$ cat config.mk
export PLATFORM = sky130hd
export DESIGN_NAME = ifetch_queue_flat
export DESIGN_NICKNAME = d
export VERILOG_FILES = /design/src/rtl/ifetch_queue_if.sv /design/src/rtl/ifetch_queue.sv /design/src/flat_wrapper.sv
export SDC_FILE = /design/constraint.sdc
export NUM_CORES = 1
export LEC_CHECK = 0
export CAP_MARGIN = 25
export CORE_MARGIN = 2
export CORE_UTILIZATION = 54
export CTS_CLUSTER_SIZE = 20
export DETAILED_ROUTE_END_ITERATION = 10
export PLACE_DENSITY = 0.85
export SLEW_MARGIN = 20
export SYNTH_ARGS = -nofsm -noshare
export SYNTH_HDL_FRONTEND = slang
export SYNTH_SLANG_ARGS = --single-unit
$ cat constraint.sdc
create_clock -name clk -period 7.8 [get_ports clk]
set_input_delay 1.17 -clock clk [delete_from_list [all_inputs] [get_ports clk]]
set_output_delay 1.17 -clock clk [all_outputs]
set_load 0.01 [all_outputs]
$ cat src/rtl/ifetch_queue_if.sv
// ifetch_queue buses: imem read port and ID-side queue head.
interface ifetch_queue_if #(
    parameter int AW = 32
);
    logic          imem_req;
    logic [AW-1:0] imem_addr;
    logic          imem_ack;
    logic [31:0]   imem_rdata;
    logic          id_valid;
    logic [31:0]   inst_id;
    logic [AW-1:0] pc_4_id;
    logic          id_stall;

    modport master (
        output imem_req, imem_addr,
        output id_valid, inst_id, pc_4_id,
        input  imem_ack, imem_rdata,
        input  id_stall
    );

    modport slave (
        input  imem_req, imem_addr,
        input  id_valid, inst_id, pc_4_id,
        output imem_ack, imem_rdata,
        output id_stall
    );
endinterface

$ cat src/rtl/ifetch_queue.sv
// Fetch stage: one-outstanding imem reader feeding a small {inst, pc+4} FIFO.
// Optional IFETCH_BYPASS_EN forwards an ack straight to ID when the FIFO is empty.
module ifetch_queue #(
    parameter int DEPTH = 2,
    parameter int AW    = 32
) (
    input  logic          clk,
    input  logic          rst_n,
    input  logic [AW-1:0] pc,
    output logic [AW-1:0] pc_4_if,
    output logic          pc_adv,
    input  logic          redirect,
    ifetch_queue_if.master bus
);
    localparam int PW = $clog2(DEPTH);
    localparam int CW = $clog2(DEPTH) + 1;
    localparam logic [CW-1:0] FULL = CW'(DEPTH);

    typedef enum logic [1:0] {IDLE, REQ, DISCARD} state_t;

    state_t        state_q, state_d;
    logic [CW-1:0] cnt_q, cnt_d;
    logic [PW-1:0] wr_q, rd_q;
    logic [AW-1:0] addr_q, addr_d;
    logic [31:0]   inst_q [DEPTH];
    logic [AW-1:0] pc4_q  [DEPTH];
    logic          head_v, accept, byp;
    logic          pop, fifo_pop, push;

    assign pc_4_if = pc + AW'(4);
    assign head_v  = cnt_q != '0;
    assign accept  = (state_q == REQ) && bus.imem_ack && !redirect;

`ifdef IFETCH_BYPASS_EN
    assign byp = accept && !head_v;
`else
    assign byp = 1'b0;
`endif

    assign bus.id_valid  = head_v | byp;
    assign bus.inst_id   = byp ? bus.imem_rdata : inst_q[rd_q];
    assign bus.pc_4_id   = byp ? pc_4_if : pc4_q[rd_q];
    assign bus.imem_req  = state_q != IDLE;
    assign bus.imem_addr = addr_q;

    assign pop      = bus.id_valid && !bus.id_stall;
    assign fifo_pop = pop && head_v;
    // A bypassed word consumed by ID this cycle never enters the FIFO.
    assign push     = accept && !(byp && !bus.id_stall);
    assign pc_adv   = accept;

    always_comb begin
        state_d = state_q;
        addr_d  = addr_q;
        cnt_d   = cnt_q + CW'(push) - CW'(fifo_pop);
        if (redirect) cnt_d = '0;
        unique case (state_q)
            IDLE: begin
                if (!redirect && cnt_d < FULL) begin
                    state_d = REQ;
                    addr_d  = pc;
                end
            end
            REQ: begin
                if (bus.imem_ack) begin
                    if (redirect || cnt_d >= FULL) state_d = IDLE;
                    else addr_d = pc_4_if;
                end else if (redirect) begin
                    state_d = DISCARD;
                end
            end
            DISCARD: begin
                if (bus.imem_ack) state_d = IDLE;
            end
            default: state_d = IDLE;
        endcase
    end

    always_ff @(posedge clk or negedge rst_n) begin
        if (!rst_n) begin
            state_q <= IDLE;
            cnt_q   <= '0;
            wr_q    <= '0;
            rd_q    <= '0;
            addr_q  <= '0;
            for (int i = 0; i < DEPTH; i++) begin
                inst_q[i] <= '0;
                pc4_q[i]  <= '0;
            end
        end else begin
            state_q <= state_d;
            cnt_q   <= cnt_d;
            addr_q  <= addr_d;
            if (redirect) begin
                wr_q <= '0;
                rd_q <= '0;
            end else begin
                if (push) begin
                    inst_q[wr_q] <= bus.imem_rdata;
                    pc4_q[wr_q]  <= pc_4_if;
                    wr_q         <= wr_q + PW'(1);
                end
                if (fifo_pop) rd_q <= rd_q + PW'(1);
            end
        end
    end
endmodule

$ cat src/flat_wrapper.sv
// flat-port wrapper written by rule: the top's interface ports become plain ports
module ifetch_queue_flat 
#(
    parameter int DEPTH = 2,
    parameter int AW    = 32
)
  (clk, rst_n, pc, pc_4_if, pc_adv, redirect, bus_imem_req, bus_imem_addr, bus_id_valid, bus_inst_id, bus_pc_4_id, bus_imem_ack, bus_imem_rdata, bus_id_stall);
  ifetch_queue_if #(.AW(AW)) bus_i ();
  input  logic clk;
  input  logic rst_n;
  input  logic [AW-1:0] pc;
  output logic [AW-1:0] pc_4_if;
  output logic pc_adv;
  input  logic redirect;
  output wire logic [$bits(bus_i.imem_req)-1:0] bus_imem_req;
  output wire logic [$bits(bus_i.imem_addr)-1:0] bus_imem_addr;
  output wire logic [$bits(bus_i.id_valid)-1:0] bus_id_valid;
  output wire logic [$bits(bus_i.inst_id)-1:0] bus_inst_id;
  output wire logic [$bits(bus_i.pc_4_id)-1:0] bus_pc_4_id;
  input wire logic [$bits(bus_i.imem_ack)-1:0] bus_imem_ack;
  input wire logic [$bits(bus_i.imem_rdata)-1:0] bus_imem_rdata;
  input wire logic [$bits(bus_i.id_stall)-1:0] bus_id_stall;
  assign bus_imem_req = bus_i.imem_req;
  assign bus_imem_addr = bus_i.imem_addr;
  assign bus_id_valid = bus_i.id_valid;
  assign bus_inst_id = bus_i.inst_id;
  assign bus_pc_4_id = bus_i.pc_4_id;
  assign bus_i.imem_ack = bus_imem_ack;
  assign bus_i.imem_rdata = bus_imem_rdata;
  assign bus_i.id_stall = bus_id_stall;
  ifetch_queue #(.DEPTH(DEPTH), .AW(AW)) u_core (.clk(clk), .rst_n(rst_n), .pc(pc), .pc_4_if(pc_4_if), .pc_adv(pc_adv), .redirect(redirect), .bus(bus_i));
endmodule
==> metrics.txt, run 1 <==
outcome complete, no violations; sequential power share 0.363; RR Startpoint u_core.state_q[1]; DR WL/cell 18.1 um; Synth top area share 0.503; worst hold path endpoint u_core.inst_q[19]; Vias/cell 5.85; Reg clk slew, reported paths 60 ps; Root Driver clkbuf_16; sequential share of the synthesized area 0.503; vias in the first global route 6764; via count 7034; RSZ-0062 raised after global routing false; register bit total from synthesis 166; 1st-iter DRT viols 727; Setup TNS 0 ps; Initial Util 0.547; drt first pass iters 7; fin crit share 0.727; DIE AREA 16300 um^2; Tmin final 5670 ps; Clock Sinks 166; first-pass GRT wire length 34800 um; crit path max fanout 17; RR Endpoint u_core.bus.imem_addr[1]; DP Wirelength 14800 um; final hold violation count 0; worst hold start u_core.inst_q[19]; worst min-delay path class register to register; Hold Slack 470 ps; clock skew 5.34 ps; Crit Path Class input pin to output pin; Num CTS Buffers 17; Clock Power Share 0.205; fmax 176 MHz; post-synthesis cell type count 39; Die Ht 128 um; global router's overall resource usage 0.270; worst hold stages 2; Post-Syn Area 8260 um^2; measured slew at the worst slew-check pin 875 ps; setup slack, reg-to-reg 4930 ps; largest cells by area after synthesis dfrtp_1, mux2_2, nand2_1; syn nets 913; Worst EP arrival 4500 ps; Final setup viols 0; Layout Nets 1076; Core Rows 45; Placer Congestion 0.986; initial antenna violation count 0; Synth Instances 841; Net Sw Power 1.34 mW; combinational group share of total power 0.431; pin count of the biggest net entering global routing 93; max-cap violations 0; cell internal pwr 2.82 mW; Sw Share 0.322; layout overhead on the synthesized area 32.1%; worst skew pair latency 420 ps; Leakage 4.53 nW; post-route ant nets 0; antenna diode count 0; CTS tree built; port bufs 199; Post CTS Setup Buffer Count 0; Worst setup SP type input pin; H-Tree Depth 4; R2R depth 9; GRT overflow 0; share of cells above drive strength 1 0.150; Max VDD drop 0.186 mV; post-cts sizing count 0; cts hold-fix bufs 0; fin. max-slew vios 0; Core ar. 15100 um^2; Critical Path RT 6630 ps; Worst slew margin 0.416; IO Pins 200; Synth Area per Inst 9.82 um^2; Max clock buf depth 2; drt drc 0; power density cells 381 nW/um^2; Synth area leader dfrtp_1; critical path endpoint category output pin; yosys warns 0; DRT Wirelength 21700 um; die width 128 um
## metal layers
| layer | routed length (um) | up-vias | part of all wire | track usage |
|---|---|---|---|---|
| li1 | - | 3267 | - | - |
| met1 | 9660 | 3389 | 0.44 | 0.382 |
| met2 | 9970 | 334 | 0.46 | 0.416 |
| met3 | 1540 | 44 | 0.071 | 0.0480 |
| met4 | 529 | 0 | 0.024 | 0.109 |
| met5 | 0 | - | 0 | 0 |
## cells by family (layout without fill, tap and decap cells)
kind of cell,Yosys count,count (layout),synth area share
xor gates and xnor gates,25,25,0.0283
DFF,166,166,0.503
buffers and inverters,82,255,0.0415
muxes,101,101,0.138
and+or+nand+nor,339,339,0.194
AOI/OAI and AO/OA,125,125,0.0910
adders and majority gates,3,3,0.00454
## per-stage QoR
stage / setup slack [ps] / area, um^2 / instances / utilization / total power, mW
after floorplan: 3860 / 8260 / 841 / - / 2.39
after global placement: 2210 / 10300 / 1172 / 0.682 / 3.24
after detailed placement: 2140 / 10300 / 1172 / 0.682 / 3.30
after CTS: 2120 / 10900 / 1201 / 0.721 / 4.17
after global routing: 2010 / 10900 / 1202 / 0.723 / 4.40
final: 2130 / 10900 / 1202 / 0.723 / 4.16
## cell usage in the layout, fill, tap and decap left out, drive strengths merged, types with 11 or more instances in the layout
cell	Yosys	final
o21ai	24	24
mux2	101	101
clkbuf	40	21
o31ai	23	23
inv	19	19
nor2	81	81
or4	22	22
a31oi	52	52
nand2	150	150
xor2	13	13
nand4	12	12
clkdlybuf4s50	0	198
nand3	20	20
dfrtp	166	166
a21oi	25	25
xnor2	11	11
## worst max-delay path, stage by stage
cell and delay, ps:
clkdlybuf4s50_1 680, nand4_1 500, or4_1 900, or4_4 620
nand2_1 100, clkdlybuf4s50_1 530
## power groups by stage
stage | combinational (mW) | sequential (mW) | clock (mW)
floorplan | 0.922 | 1.47 | 0
global placement | 1.76 | 1.49 | 0
detailed placement | 1.79 | 1.51 | 0
CTS | 1.80 | 1.50 | 0.862
global route | 1.94 | 1.56 | 0.904
finish | 1.79 | 1.51 | 0.854
## state kept, by name, indices dropped and copies added (netlist names)
name and flops:
u_core.wr_q 1, u_core.bus.imem_addr 32, u_core.cnt_q 2, u_core.inst_q 64
u_core.pc4_q 64, u_core.state_q 2, u_core.rd_q 1
## how the worst max path moves through the flow
stage                     slack (ps)           to  cells past startpoint  start
after global placement          2210  pc_4_if[23]                      6  pc[6]
final                           2130  pc_4_if[23]                      6  pc[6]
after floorplan                 3860  pc_4_if[31]                      6  pc[2]
after detailed placement        2140  pc_4_if[23]                      6  pc[6]
after CTS                       2120  pc_4_if[23]                      6  pc[6]
after global routing            2010  pc_4_if[23]                      6  pc[6]
## cells in the mapped netlist
cell type and instances:
or4_4 2, ha_1 3, o41ai_1 1, a21oi_1 25, buf_2 10, xor2_1 13
nand4_2 1, and2_1 3, nand4_1 11, o21ai_0 24, or3b_1 2, a31oi_1 52
nand3_1 19, or4_1 20, nor2_1 81, nand2_1 150, nor4_1 6, clkbuf_1 40
or4b_1 1, nand2b_1 1, xnor2_1 11, inv_1 19, and4bb_1 1, buf_1 7
xor3_1 1, o31ai_1 23, or3_1 8, dfrtp_1 166, or3b_2 2, and3_1 5
nand4b_1 5, nand3_2 1, nor2b_1 6, and4_1 5, and2_0 1, buf_4 6
mux2_2 101, nor3_1 5, or2_2 3
## area by class of cell
| cell class | count | area, um^2 |
|---|---|---|
| clock buffers | 21 | 470 |
| flip-flops and latches | 166 | 4160 |
| repair buffers | 207 | 2070 |
| inverters | 19 | 71.3 |
| well taps | 188 | 235 |
| clock inverters | 8 | 125 |
| fillers | 1100 | 4180 |
| multi-input cells | 593 | 3780 |
(Power assumes the default switching activity.)
==> run 2: changes to the inputs <==
CORE_UTILIZATION = 45   (was 54)
PLACE_DENSITY = 0.76   (was 0.85)
clock period = 4.8 ns   (was 7.8 ns; I/O delays follow)
==> run 2 against run 1 <==
Against the previous run:
- critical path depth unchanged
- cell area rose by 1.5%
- clock power is 71% higher
- via count decreased by 1.6%
- critical endpoint is now pc_4_if[31]
- largest cell class unchanged
- highest routed layer unchanged
==> metrics.txt, run 2 (synthesized netlist as in run 1, its figures left out) <==
Final Power 6.83 mW; RR Endpoint u_core.bus.imem_addr[25]; IO Pins 200; crit-path cells clkdlybuf4s50_1 > nand4_1 > or4_1 > or4_4 > nand2_1 > clkdlybuf4s50_1; Initial Util 0.460; Num CTS Buffers 17; DR WL/cell 17.7 um; antenna diode count 0; RR Startpoint u_core.state_q[1]; initial antenna violation count 0; Vias/cell 5.51; worst skew pair latency 420 ps; Crit path depth 6; power density cells 617 nW/um^2; Leakage 4.59 nW; Worst EP arrival 3680 ps; Tmin final 4400 ps; RSZ-0062 raised after global routing false; CP max stage delay 770 ps; Reg clk slew, reported paths 60 ps; worst min-delay path class input pin to asynchronous set/reset pin; most frequent cells in the layout clkdlybuf4s50_1, dfrtp_1, nand2_1, mux2_2, nor2_1; Critical Path RT 4080 ps; Layout Nets 1087; DIE AREA 19500 um^2; CTS tree built; Post CTS Setup Buffer Count 0; critical path endpoint category output pin; fmax 227 MHz; die width 139 um; share of cells above drive strength 1 0.161; pin count of the biggest net entering global routing 77; vias in the first global route 6583; global router's overall resource usage 0.228; Final setup viols 0; crit path max fanout 9; most frequent CP cell clkdlybuf4s50_1; Core ar. 18000 um^2; Crit Path Class input pin to output pin; Worst setup SP type input pin; R2R depth 10; largest delay contributor family on the critical path simple AND/OR/NAND/NOR gates; Root Driver clkbuf_16; final hold violation count 0; Die Ht 139 um; Placer Congestion 0.936; cts hold-fix bufs 0; Clock Sinks 166; GRT overflow 0; Max clock buf depth 2; Inst Count DP 1225; port bufs 199; Layout Cells excl Fill 1257; clock skew 7.32 ps; Max VDD drop 0.309 mV; post-cts sizing count 0; Core Rows 49; Worst slew margin 0.468; Worst Path Buf+Inv 2; DRT Wirelength 22300 um; outcome complete, no violations; fin crit share 0.917; Crit. Startpoint pc[7]; max-cap violations 0; DP Wirelength 15700 um; drt first pass iters 6; CP max stage cell or4_1; Setup TNS 0 ps; drt drc 0; most common cell after layout, fill and taps aside clkdlybuf4s50_1; 1st-iter DRT viols 474; fin util 0.616; fin. max-slew vios 0; H-Tree Depth 4; via count 6921; setup slack, reg-to-reg 2100 ps; layout overhead on the synthesized area 34.1%; post-route ant nets 0; first-pass GRT wire length 35400 um; measured slew at the worst slew-check pin 798 ps
## run 2: cell types whose count changed in the layout (fill, tap and decap cells not counted), sizes merged
cell / change
buf: +11
clkbuf: -1
bufinv: +1
inv: +1
clkinvlp: +2
## run 2: worst reg2reg max path: stages, from the launching register on
cell and delay, ps:
dfrtp_1 420, and4bb_1 340, inv_1 100, ha_1 290
inv_1 60, ha_1 140, xor3_1 270, nor3_2 440
buf_12 310, nor2_1 80, a31oi_1 160
## run 2: metal layers
metal | global-route usage | part of all wire | up-vias
li1 | - | - | 3300
met1 | 0.327 | 0.46 | 3338
met2 | 0.354 | 0.46 | 259
met3 | 0.0444 | 0.070 | 24
met4 | 0.0643 | 0.015 | 0
met5 | 0 | 0 | -
## run 2: layout make-up
cell class                      count  area [um^2]
Clock buffer                       20          457
Clock inverter                     12          175
Fill cell                        1478         6890
Inverter                           19         71.3
Multi-Input combinational cell    593         3780
Sequential cell                   166         4160
Tap cell                          229          287
Timing Repair Buffer              218         2150
## run 2: how the worst max path moves through the flow
stage	endpoint	slack [ps]
5_1_grt	pc_4_if[31]	300
6_report	pc_4_if[31]	400
4_1_cts	pc_4_if[31]	420
3_3_place_gp	pc_4_if[31]	480
2_1_floorplan	pc_4_if[31]	1760
3_5_place_dp	pc_4_if[31]	450
## run 2: through the flow
step | instance area, um^2 | hold slack [ps] | worst slack, ps
5_1_grt | 11100 | 362 | 296
3_5_place_dp | 10400 | 457 | 448
4_1_cts | 11100 | 344 | 419
6_report | 11100 | 324 | 397
3_3_place_gp | 10400 | 453 | 475
2_1_floorplan | 8260 | 424 | 1760
## run 2: report_power, final
part / internal, mW / switching [mW] / total [mW]
Sequential: 2.06 / 0.385 / 2.45
Combinational: 1.68 / 1.24 / 2.92
Clock: 0.898 / 0.558 / 1.46
==> run 3: changes to the inputs <==
GPL_ROUTABILITY_DRIVEN = 0   (was not set)
==> run 3 against run 2 <==
Against the previous run:
- sequential share of layout area hardly changed
- core utilization hardly changed
- largest power group unchanged
- routed wire length is 0.34% higher
- combinational power hardly changed
- fmax is 1.5% higher
- cell area hardly changed
- via count is 0.84% higher
- die area stayed put
- clock-buffer cell count is 2 higher
- critical path depth is 1 higher
- critical endpoint unchanged
- cell count is 0.32% lower
==> metrics.txt, run 3 (synthesized netlist as in run 1, its figures left out) <==
vias in the first global route 6727; Layout Nets 1083; CP endpoint pc_4_if[31]; layout overhead on the synthesized area 34.0%; Num CTS Buffers 17; GRT overflow 0; cell internal pwr 4.67 mW; RR Startpoint u_core.state_q[1]; fmax 231 MHz; Post CTS Setup Buffer Count 0; Sw Share 0.319; Vias/cell 5.57; initial antenna violation count 0; Max VDD drop 0.322 mV; final hold violation count 0; Crit. Startpoint pc[6]; antenna diode count 0; via count 6979; crit path max fanout 13; worst skew pair latency 430 ps; Core Rows 49; port bufs 199; drt first pass iters 5; Worst slew margin 0.357; pin count of the biggest net entering global routing 112; Root Driver clkbuf_16; Reg clk slew, reported paths 60 ps; setup slack, reg-to-reg 2080 ps; placed inst area 10400 um^2; share of cells above drive strength 1 0.158; Leakage 4.58 nW; RSZ-0062 raised after global routing false; Worst EP arrival 3620 ps; die width 139 um; sequential power share 0.358; IO Pins 200; DR WL/cell 17.8 um; Core ar. 18000 um^2; H-Tree Depth 4; measured slew at the worst slew-check pin 965 ps; critical path endpoint category output pin; max-cap violations 0; Final setup viols 0; combinational group share of total power 0.425; fin. max-slew vios 0; outcome complete, no violations; Final Cell Area 11100 um^2; Setup TNS 0 ps; first-pass GRT wire length 35700 um; Max clock buf depth 2; Initial Util 0.460; 1st-iter DRT viols 471; Net Sw Power 2.19 mW; RR Endpoint u_core.bus.imem_addr[26]; fin crit share 0.904; worst min-delay path class input pin to asynchronous set/reset pin; DIE AREA 19500 um^2; power density cells 621 nW/um^2; clock skew 9.57 ps; post-route ant nets 0; post-cts sizing count 0; Tmin final 4340 ps; drt drc 0; Hold Slack 428 ps; most common cell after layout, fill and taps aside clkdlybuf4s50_1; Die Ht 139 um; global router's overall resource usage 0.229; R2R depth 10; Worst setup SP type input pin; Clock Sinks 166; most frequent cells in the layout clkdlybuf4s50_1, dfrtp_1, nand2_1, mux2_2, nor2_1; Crit Path Class input pin to output pin; Clock Power Share 0.217; DP Wirelength 15400 um; cts hold-fix bufs 0; Critical Path RT 4080 ps; DRT Wirelength 22400 um; CTS tree built
==> run 3: cell count changes in the layout (fill, tap and decap cells not counted) <==
cell        previous run  this run
clkinvlp_4             3         1
clkbuf_8               2         5
clkinv_4               1         3
buf_6                  1         0
buf_4                 18        14
clkinv_2               3         1
==> run 3: per-layer routing <==
metal | vias up | GRT usage | wire, um
li1 | 3288 | - | -
met1 | 3384 | 0.325 | 10100
met2 | 272 | 0.359 | 10200
met3 | 35 | 0.0440 | 1580
met4 | 0 | 0.0691 | 440
met5 | - | 0 | 0
==> run 3: how the worst min path moves through the flow <==
| stage | startpoint | end | cells past startpoint |
|---|---|---|---|
| detailed placement | u_core.inst_q[12] | u_core.inst_q[12] | 2 |
| finish | rst_n | u_core.inst_q[22] | 1 |
| floorplan | rst_n | u_core.bus.imem_addr[0] | 0 |
| global route | u_core.inst_q[30] | u_core.inst_q[30] | 2 |
| CTS | u_core.inst_q[12] | u_core.inst_q[12] | 2 |
| global placement | u_core.inst_q[6] | u_core.inst_q[6] | 2 |
==> run 3: worst max-delay path: stages <==
cell and delay, ps:
clkdlybuf4s50_1 680, nand4_1 130, buf_4 200, or4_1 660, or4_4 580, nand2_1 100, clkdlybuf4s50_1 530
==> run 3: layout make-up <==
type / instances / area, um^2
Tap cell: 229 / 287
Fill cell: 1481 / 6900
Inverter: 19 / 71.3
Timing Repair Buffer: 214 / 2120
Clock inverter: 10 / 168
Clock buffer: 22 / 484
Sequential cell: 166 / 4160
Multi-Input combinational cell: 593 / 3780
==> run 3: power groups by stage <==
stage | combinational, mW | clock, mW | sequential, mW
after global routing | 3.17 | 1.57 | 2.54
final | 2.92 | 1.49 | 2.46
after detailed placement | 2.93 | 0 | 2.46
after CTS | 2.96 | 1.52 | 2.46
after floorplan | 1.50 | 0 | 2.39
after global placement | 2.90 | 0 | 2.44
==> run 3: per-stage QoR <==
step | power, mW | utilization | setup WS (ps) | cells
after global placement | 5.34 | 0.580 | 506 | 1221
after detailed placement | 5.39 | 0.580 | 475 | 1221
after global routing | 7.28 | 0.616 | 327 | 1253
final | 6.87 | 0.616 | 462 | 1253
after floorplan | 3.89 | - | 1760 | 841
after CTS | 6.93 | 0.616 | 473 | 1253
==> RTL change, RTL diff (config.mk and constraints of run 2) <==
Re-encode `state_t` (3 states) as one-hot, 3 bits wide.
--- a/src/rtl/ifetch_queue.sv
+++ b/src/rtl/ifetch_queue.sv
@@ -17,5 +17,5 @@
     localparam logic [CW-1:0] FULL = CW'(DEPTH);
 
-    typedef enum logic [1:0] {IDLE, REQ, DISCARD} state_t;
+    typedef enum logic [2:0] {IDLE = 3'b001, REQ = 3'b010, DISCARD = 3'b100} state_t;
 
     state_t        state_q, state_d;
Formal check against the unedited RTL: same outputs for any inputs over 4 cycles, from zero or initial values and one cycle with rst_n low; so few cycles prove little.
==> RTL change against run 2 <==
Critical path depth is the same; largest power group unchanged; sequential power shrank 11%; total power shrank 9.6%; setup slack gained 0.24 ns; combinational power shrank 11%; wire length shrank 12%; sequential cell count grew 1; sequential share of layout area grew 0.65 points; cell count shrank 8.0%; critical path type unchanged; area after synthesis shrank 0.95%; design area shrank 1.1%.
==> RTL change: results (changes against run 2) <==
Status
  • Status: completed (unchanged)

Synth
  • Post-synthesis sequential area ratio: 0.511 (was 0.503)
  • Mux cell area share after synthesis: 0.199 (was 0.138)
  • Top cells by count, synth: dfrtp_1 (166), mux2_2 (135), nor2_1 (69) (was dfrtp_1 (166), nand2_1 (150), mux2_2 (101))
  • Syn_nets: 802 (was 913)
  • Area contributors post-synth: dfrtp_1 (51%), mux2_2 (19%), a21oi_1 (3.4%) (was dfrtp_1 (50%), mux2_2 (14%), nand2_1 (6.8%))
  • Synth Area in Compound Gates: 0.0569 (was 0.0910)
  • Post-Syn Instances: 730 (was 841)
  • Largest family of logic cells by synthesized area: multiplexers (was simple AND/OR/NAND/NOR gates)
  • Post-Synth Adder-Cell Area: 0.00459 (was 0.00454)
  • Post-synth cell types: 48 (was 39)
  • Post-synthesis xor/xnor area fraction: 0.0648 (was 0.0283)

GRT
  • Vias in the first global route: 5953 (was 6583)
  • Met2 usage: 0.323 (was 0.354)
  • Largest net degree at the start of global routing: 91 (was 77)
  • Total GRT Usage: 0.206 (was 0.228)
  • Met3 GRT Util: 0.0601 (was 0.0444)
  • First-pass GRT wire length: 31800 um (was 35400 um)

Power
  • Sw frac: 0.315 (was 0.320)
  • Power share of the clock group: 0.228 (was 0.213)
  • VDD IR-drop max: 0.000303 V (was 0.000309 V)
  • Sequential Power Share: 0.351 (was 0.358)

Worst setup path
  • Top delay family on crit path: buffers and inverters (was simple AND/OR/NAND/NOR gates)
  • CP Max Fanout: 10 (was 9)
  • Reg-to-reg slack, setup: 1.33 ns (was 2.10 ns)
  • Worst EP arrival: 3.44 ns (was 3.68 ns)
  • Critical R2R Capture: u_core.bus.imem_addr[2]$_DFFE_PN0P_ (was u_core.bus.imem_addr[25]$_DFFE_PN0P_)
  • Reg2reg start: u_core.state_q[2]$_DFFE_PN0P_ (was u_core.state_q[1]$_DFFE_PN0P_)
  • Crit path capture: pc_4_if[29] (was pc_4_if[31])
  • CP peak stage delay: 0.65 ns (was 0.77 ns)
  • Critical path's slowest cell: clkdlybuf4s50_1 (was or4_1)

Finish
  • Share of layout cells above drive strength 1: 0.206 (was 0.161)
  • Nets: 986 (was 1087)
  • Final Non-Filler Cells: 1156 (was 1257)

Detailed routing
  • DRT Pass-1 Iters: 4 (was 6)
  • Wire length on met2: 8990 um (was 10200 um)
  • Metal3 WL: 1340 um (was 1570 um)
  • Drt total wl: 19600 um (was 22300 um)
  • Post-Route M1 WL: 8940 um (was 10200 um)
  • First-iteration detailed-routing DRC count: 302 (was 474)

STA
  • Fin Clk Skew: 0.00898 ns (was 0.00732 ns)
  • Slew at the pin closest to its max-slew limit: 0.829 ns (was 0.798 ns)
  • Setup WS post-layout: 0.638 ns (was 0.397 ns)
  • Worst hold margin: 0.306 ns (was 0.324 ns)

Placement
  • DP Cell Count: 1123 (was 1225)
  • DP Worst Slack: 0.730 ns (was 0.448 ns)
RTL change: kinds of logic after synthesis:
family                     after synthesis
and+or+nand+nor                        188
AOI/OAI and AO/OA                       90
xor gates and xnor gates                59
DFF                                    167
buffers and inverters                   78
adders and majority gates                3
muxes                                  145
RTL change: worst reg2reg max path: stages, from the launching register on:
cell      delay (ns)
dfrtp_1         0.47
or3b_1          0.59
nor3_4          0.29
inv_2           0.11
ha_1            0.29
inv_1           0.04
ha_1            0.17
xnor3_1         0.27
nand2b_1        0.19
nor3_4          0.38
buf_12          0.30
a311oi_1        0.15
a21oi_1         0.14
RTL change: through the flow:
stage                     instance area (um2)  power (mW)
after floorplan                          8180        3.43
after global placement                  10300        4.75
after detailed placement                10300        4.80
after CTS                               10900        6.24
after global routing                    11000        6.53
final                                   11000        6.17
RTL change: area by class of cell:
cell class	count	area [um2]
fillers	1466	6950
flip-flops and latches	167	4180
multi-input cells	485	3620
repair buffers	209	2130
clock buffers	19	433
well taps	229	287
clock inverters	13	173
inverters	34	128
